### src/rtl/alu_pkg.sv
// Shared definitions for the ALU result FIFO.
//   alu_op_e  : 3-bit ALU op codes (ALU_ADD .. ALU_EQ)
//   ENTRY_W   : width of one stored result entry (10 bits)
//   entry_t   : packed layout {ctrl, res, carry, zero, overflow}
//   is_arith  : true for op codes whose overflow flag is meaningful
package alu_pkg;

  typedef enum logic [2:0] {
    ALU_ADD = 3'd0,
    ALU_SUB = 3'd1,
    ALU_NOT = 3'd2,
    ALU_AND = 3'd3,
    ALU_OR  = 3'd4,
    ALU_XOR = 3'd5,
    ALU_LT  = 3'd6,
    ALU_EQ  = 3'd7
  } alu_op_e;

  localparam int ENTRY_W = 10;

  typedef struct packed {
    logic [2:0] ctrl;
    logic [3:0] res;
    logic       carry;
    logic       zero;
    logic       overflow;
  } entry_t;

  // Only add and subtract produce a real signed overflow.
  function automatic logic is_arith(input logic [2:0] op);
    return (op == ALU_ADD) || (op == ALU_SUB);
  endfunction

endpackage

### src/rtl/alu_result_mem.sv
// DEPTH x ENTRY_W storage for the result FIFO.
//   clk     : write clock
//   i_we    : write enable
//   i_waddr : write address
//   i_wdata : write data
//   i_raddr : read address
//   o_rdata : read data, asynchronous (combinational) read
// The array carries no reset; validity is tracked by the FIFO occupancy.
module alu_result_mem
  import alu_pkg::*;
#(
  parameter int DEPTH = 4,
  parameter int AW    = $clog2(DEPTH)
) (
  input  logic               clk,
  input  logic               i_we,
  input  logic [AW-1:0]      i_waddr,
  input  logic [ENTRY_W-1:0] i_wdata,
  input  logic [AW-1:0]      i_raddr,
  output logic [ENTRY_W-1:0] o_rdata
);

  logic [ENTRY_W-1:0] r_mem [DEPTH];

  always_ff @(posedge clk) begin
    if (i_we) r_mem[i_waddr] <= i_wdata;
  end

  assign o_rdata = r_mem[i_raddr];

endmodule

### src/rtl/alu_result_fifo.sv
// First-word fall-through FIFO of ALU results with a sticky arithmetic
// overflow flag and a modulo-256 push counter.
//   clk, rst                          : clock, synchronous active-high reset
//   in_valid/in_ready                 : producer handshake (in_ready = !full)
//   in_ctrl/in_res/in_carry/in_zero/in_overflow : result entry fields
//   out_valid/out_ready               : consumer handshake (out_valid = !empty)
//   out_ctrl/out_res/out_carry/out_zero/out_overflow : head entry, 0 when empty
//   count, full, empty                : occupancy status
//   clr_sticky, sticky_ovf            : sticky add/sub overflow and its clear
//   push_cnt                          : accepted results modulo 256
// DEPTH must be a power of two (>= 2) so the pointers wrap by overflow.
module alu_result_fifo
  import alu_pkg::*;
#(
  parameter int DEPTH = 4
) (
  input  logic                     clk,
  input  logic                     rst,
  input  logic                     in_valid,
  output logic                     in_ready,
  input  logic [2:0]               in_ctrl,
  input  logic [3:0]               in_res,
  input  logic                     in_carry,
  input  logic                     in_zero,
  input  logic                     in_overflow,
  output logic                     out_valid,
  input  logic                     out_ready,
  output logic [2:0]               out_ctrl,
  output logic [3:0]               out_res,
  output logic                     out_carry,
  output logic                     out_zero,
  output logic                     out_overflow,
  output logic [$clog2(DEPTH):0]   count,
  output logic                     full,
  output logic                     empty,
  input  logic                     clr_sticky,
  output logic                     sticky_ovf,
  output logic [7:0]               push_cnt
);

  localparam int AW = $clog2(DEPTH);
  localparam logic [AW:0] FULL_CNT = DEPTH[AW:0];

  logic [AW-1:0] r_wptr;
  logic [AW-1:0] r_rptr;
  logic [AW:0]   r_count;
  logic          r_sticky;
  logic [7:0]    r_push_cnt;

  logic          w_full;
  logic          w_empty;
  logic          w_push;
  logic          w_pop;
  entry_t        w_wdata;
  entry_t        w_rdata;
  entry_t        w_head;

  assign w_full  = (r_count == FULL_CNT);
  assign w_empty = (r_count == '0);
  assign w_push  = in_valid && !w_full;
  assign w_pop   = out_ready && !w_empty;

  assign w_wdata = '{ctrl: in_ctrl, res: in_res, carry: in_carry,
                     zero: in_zero, overflow: in_overflow};

  alu_result_mem #(.DEPTH(DEPTH), .AW(AW)) u_mem (
    .clk     (clk),
    .i_we    (w_push),
    .i_waddr (r_wptr),
    .i_wdata (w_wdata),
    .i_raddr (r_rptr),
    .o_rdata (w_rdata)
  );

  // Stale storage contents are masked while the FIFO is empty.
  assign w_head = w_empty ? '0 : w_rdata;

  always_ff @(posedge clk) begin
    if (rst) begin
      r_wptr     <= '0;
      r_rptr     <= '0;
      r_count    <= '0;
      r_sticky   <= 1'b0;
      r_push_cnt <= '0;
    end else begin
      if (w_push) r_wptr <= r_wptr + 1'b1;
      if (w_pop)  r_rptr <= r_rptr + 1'b1;
      case ({w_push, w_pop})
        2'b10:   r_count <= r_count + 1'b1;
        2'b01:   r_count <= r_count - 1'b1;
        default: r_count <= r_count;
      endcase
      // A qualifying push beats a clear in the same cycle.
      if (w_push && in_overflow && is_arith(in_ctrl)) r_sticky <= 1'b1;
      else if (clr_sticky)                            r_sticky <= 1'b0;
      if (w_push) r_push_cnt <= r_push_cnt + 8'd1;
    end
  end

  assign in_ready     = !w_full;
  assign out_valid    = !w_empty;
  assign full         = w_full;
  assign empty        = w_empty;
  assign count        = r_count;
  assign sticky_ovf   = r_sticky;
  assign push_cnt     = r_push_cnt;
  assign out_ctrl     = w_head.ctrl;
  assign out_res      = w_head.res;
  assign out_carry    = w_head.carry;
  assign out_zero     = w_head.zero;
  assign out_overflow = w_head.overflow;

endmodule

### config.mk
export PLATFORM = sky130hd
export DESIGN_NAME = alu_result_fifo
export DESIGN_NICKNAME = d
export VERILOG_FILES = /design/src/rtl/alu_pkg.sv /design/src/rtl/alu_result_mem.sv /design/src/rtl/alu_result_fifo.sv
export SDC_FILE = /design/constraint.sdc
export NUM_CORES = 1
export LEC_CHECK = 0
export BUFFER_PORTS_ARGS = -buffer_cell sky130_fd_sc_hd__buf_2
export CAP_MARGIN = 30
export CORE_MARGIN = 8
export CORE_UTILIZATION = 45
export CTS_BUF_LIST = sky130_fd_sc_hd__clkbuf_4 sky130_fd_sc_hd__clkbuf_8
export DETAILED_ROUTE_END_ITERATION = 6
export PLACE_DENSITY = 0.78
export SETUP_SLACK_MARGIN = 0.5
export SLEW_MARGIN = 25
export SYNTH_ARGS = -nofsm -noshare
export SYNTH_HDL_FRONTEND = slang
export SYNTH_HIERARCHICAL = 1
export SYNTH_SLANG_ARGS = --single-unit
### constraint.sdc
create_clock -name clk -period 2.55 [get_ports clk]
set_input_delay 0.765 -clock clk [delete_from_list [all_inputs] [get_ports clk]]
set_output_delay 0.765 -clock clk [all_outputs]
set_load 0.01 [all_outputs]
# After elaboration in Yosys (flattened, before gate mapping)
# Memory sizes are Yosys's and may differ from the RTL's. A register that Yosys moved wholly into a read port is not among the register bits.
# Cells that the tools add are included.
dict set report totals {
  register_bits 16
  ramBits 40
  inputBits 15
  output_inout_bits 26
  word_cells 34
  memories 1
}
# name depth word_bits rd rd_ports_with_merged_regs wr line
set memory_table {}
lappend memory_table {u_mem.r_mem 4 10 1 1 1 alu_result_mem.sv:23} ;# logic [ENTRY_W-1:0] r_mem [DEPTH];
dict set report classes {
  addsub 5
  n_eq_ne 4
  mux 8
  reduce_logical 11
}
# cell count
set ops {}
lappend ops {{two-way mux 10 bit} 1}
lappend ops {{adder 8 x 1 -> 8 bit, second input constant} 1}
lappend ops {{logical NOT 3 bit} 2}
lappend ops {{one-hot mux 3 bit (2 select lines)} 1}
lappend ops {{adder 2 x 1 -> 2 bit, second input constant} 2}
lappend ops {{logical AND 1 bit} 4}
lappend ops {{two-way mux 1 bit} 4}
lappend ops {{two-way mux 2 bit} 2}
lappend ops {{nonzero test 2 bit} 2}
lappend ops {{adder 3 x 1 -> 3 bit, second input constant} 1}
lappend ops {{== test 3 x 1 -> 1 bit, second input constant} 1}
lappend ops {{== test 3 bit, second input constant} 1}
lappend ops {{subtractor 3 x 1 -> 3 bit, second input constant} 1}
lappend ops {{== test 2 x 1 -> 1 bit, second input constant} 1}
lappend ops {{== test 2 bit, second input constant} 1}
lappend ops {{logical NOT 1 bit} 2}
lappend ops {{logical OR 1 bit} 1}

# Longest topological paths before layout
dict set report depth {
  word_depth 6
  depth_mapped 9
}

# Modules after synthesis
# The synthesis kept the hierarchy.
# mod instances cells_each area_per_inst_um2
set by_module_without_submodules {}
lappend by_module_without_submodules {alu_result_mem 1 56 1473.9}
lappend by_module_without_submodules {alu_result_fifo 1 103 882.1}

# Worst setup path after synthesis
# Ideal clock, no wire load.
dict set report synth_path {
  path_type {flip-flop to flip-flop}
  start {reg r_count[2], in the netlist count[2]}
  end {reg r_count[2], in the netlist count[2]}
  setup_time_ns 0.071
  arrival_time_ns 2.170
  path_slack_ns 0.309
  path_stages_with_launch 10
  n_path_buf 1
  synth_period_minus_slack_ns 2.241
  path_cell_list {dfxtp_1 or3b_1 buf_6 nand2_1 ha_1 inv_1 fa_1 xor2_1 or3_1 a21oi_1}
}
dict set report synth_via {
  elab_chain_cells 5
  elab_cells_between_ends 12
}
# item line
set synth_rtl {}
lappend synth_rtl {{start, declared} alu_result_fifo.sv:46} ;# logic [AW:0] r_count;
lappend synth_rtl {{start signal, assigned} alu_result_fifo.sv:89} ;# 2'b10: r_count <= r_count + 1'b1;
lappend synth_rtl {{start signal, assigned} alu_result_fifo.sv:90} ;# 2'b01: r_count <= r_count - 1'b1;
lappend synth_rtl {{start signal, assigned} alu_result_fifo.sv:91} ;# default: r_count <= r_count;
lappend synth_rtl {{== test 3 bit (*)} alu_result_fifo.sv:58} ;# assign w_full = (r_count == FULL_CNT);
lappend synth_rtl {{logical NOT 1 bit (*)} -}
lappend synth_rtl {{named net in_ready} alu_result_fifo.sv:20} ;# output logic in_ready,
lappend synth_rtl {{logical AND 1 bit (*)} alu_result_fifo.sv:60} ;# assign w_push = in_valid && !w_full;
lappend synth_rtl {{== test 2 x 1 -> 1 bit / == test 2 bit (equally long branches)} alu_result_fifo.sv:88} ;# case ({w_push, w_pop})
lappend synth_rtl {{one-hot mux 3 bit (2 select lines) / nonzero test 2 bit (equally long branches)} -}
# Mark *: on every way through the listed nets, which the timed path passes. The rest lies on a longest branch.
# A chain may end at the register's enable or synchronous reset.

==> flow_summary.ini <==
[sta]
timing_max_transition_violations_final = 0
relSlewSlack = 0.659
fin_worst_skew_ns = 0.00636
layout_min_cycle_time_ns = 2.37
grt_setup_unrepaired = yes
worstMarginPinSlew_ns = 0.512
final-setup-viol-count = 0
report.final.hold_viol_count = 0
min_period_over_period = 0.927
setup-tns-final_ns = 0
fin_hold_ws_ns = 0.509
fmax_mhz = 423

[die]
die-area_um2 = 7810
floorplan.initialDensity = 0.464
rows = 26
io_pins = 41
core_um2 = 5070
die_y_um = 88.4
die_x_um = 88.4

[cells_and_area]
final_util = 0.580
area.growth.synth_to_final_pct = 25.0
num_antenna_cells = 0
fin_nets = 234
drive_above_1_share = 0.424

[global_route]
antenna_found_initial = 0
first_global_vias = 1555
grt_max_degree = 21
grt_pass1_wl_mm = 7.54
grt_use_total = 0.129
gr-total-overflow = 0

[detailed_routing]
dr.pass1.iters = 4
drt-total-wl_mm = 4.60
drt-initial-drc-count = 89
detail_route.vias_per_cell = 5.24
drc = 0
antenna_left = 0
num_vias = 1505
wire_per_inst_um = 16.0

[worst_hold_path]
hp-start = sticky_ovf$_SDFFE_PP0P_
hold_path.class = reg -> reg

[pwr]
static-leakage-power_uw = 0.00112
power_density_nw_per_um2 = 975
irDropWorstVdd_v = 0.000646

[critical_path]
worst_setup_path_end_kind = primary output
arrival_ns = 1.60
criticalPathCategory = reg -> out
ff2ff_setup_slack_ns = 0.51
critical_path.max_stage_delay_ns = 0.52
crit_path_start_kind = register
cell_chain_of_the_critical_path = buf_12 > mux4_2 > nor2b_1 > buf_2
worstReg2RegStart = count[2]$_SDFFE_PP0P_
crit_path_start = r_rptr[0]$_SDFFE_PP0P_
cp.required_ns = 1.79
critical_path.slowest_cell = mux4_2
worst-path-max-fanout = 11

[synth]
async_reset_ff_frac = 0
yosys_warnings = 6
syn-cell-area_um2 = 2360
synth-seq-cells = 56
synth.cells.most_frequent = edfxtp_1, dfxtp_1, nor2b_1
share_of_the_yosys_chip_area_belonging_to_registers = 0.646
post-synth-top-area-fraction = 0.510
synth_top_flop_cell = edfxtp_1
postSynthNetCount = 177
synth_top_cell_by_area = edfxtp_1
synth.lib_cells_used.distinct = 35
synth_most_common_cell = edfxtp_1
post_synth_edffs = 40
synthCells = 159
synth.top_cells.by_area = edfxtp_1, dfxtp_1, mux4_2, nor2b_1, a21oi_1
post_synth.cell_area_avg_um2 = 14.8

[clock_tree]
cts.sink_count = 56
ctsLongestPathBuffers = 2
worstSkewPairLatency_ns = 0.31
cts_hold_buffers = 0
clk_pin_slew_ns = 0.09
tritoncts_clock_tree = yes
tritoncts_buffer_count = 5
cts_root_buf = clkbuf_8
cts_htree_levels = 2

[placement]
gp_congestion = 0.784
place_hpwl_mm = 2.97
placement.io_buffers = 40

[status]
result_of_the_run = finished clean

[job]
timing.max_cap.violations = 0
final cells by class:
cell class	count	area [um^2]
multi-input cells	85	785
clock buffers	6	76.3
clock inverters	2	38.8
fillers	412	2130
flip-flops and latches	56	1540
inverters	11	48.8
well taps	70	87.6
repair buffers	57	374
per-layer routing:
layer,vias up,wire [um],GRT usage
met4,0,47,0.0369
met1,738,2090,0.163
met5,-,0,0
met3,6,350,0.0492
met2,49,2100,0.199
li1,712,-,-
timing repair:
| item | in CTS | in global routing |
|---|---|---|
| buffers inserted | 9 | 2 |
| resized for setup | 21 | 4 |
| pin swaps | 1 | 3 |
| cloned | 1 | 0 |
| endpoints found under the setup margin | 14 | 16 |
path summary, 6_finish.rpt:
check,to,depth (start not counted)
worst min register to register,sticky_ovf$_SDFFE_PP0P_,2
worst max-delay path,out_overflow,4
worst min-delay path,sticky_ovf$_SDFFE_PP0P_,2
worst max register to register,count[2]$_SDFFE_PP0P_,8
through the flow:
step	power (uW)	instance area [um^2]	std cells	setup slack [ns]
after floorplan	1730	2370	159	0.418
after global placement	1990	2640	267	0.344
after detailed placement	2000	2640	267	0.306
after CTS	2820	2910	285	0.171
after global routing	3050	2950	287	0.112
final	2870	2950	287	0.185
flip-flops by register name, indices dropped and copies added, names as in the netlist:
name         flops
count            3
push_cnt         8
r_rptr           2
r_wptr           2
sticky_ovf       1
u_mem/r_mem     40
worst max-delay path, delay by kind of cell (launching register included):
kind | cells | cell delay (ns)
buffers and inverters | 2 | 0.28
flip-flops | 1 | 0.35
multiplexers | 1 | 0.52
AND/OR/NAND/NOR | 1 | 0.14
layout by cell type (no fill, tap or decap), types with 2 or more instances in the layout:
cell type	netlist	final
nor2b_1	12	12
a311oi_1	2	2
a31o_2	2	2
dfxtp_4	0	3
nor2_1	10	10
xor2_1	4	4
or4_1	3	3
buf_4	0	12
edfxtp_1	40	40
o21ai_0	4	4
buf_6	2	7
buf_2	0	37
clkbuf_8	0	5
dfxtp_1	16	11
a21oi_1	8	8
inv_1	10	10
o31ai_1	4	3
and3b_1	2	2
nand3_1	5	5
mux4_2	10	10
or3_1	3	3
dfxtp_2	0	2
cells by family after synthesis:
logic type      synth area share
fa+ha+maj                 0.0191
compound gates            0.0605
xor+xnor                  0.0149
mux                        0.107
simple gates               0.108
buf+inv                   0.0446
flops                      0.646
where the power goes:
group,internal (uW),switching [uW],total (uW)
logic,601,533,1130
clock network,308,285,592
registers,1080,64.7,1150
No activity file was read; power rests on OpenSTA's default activity.
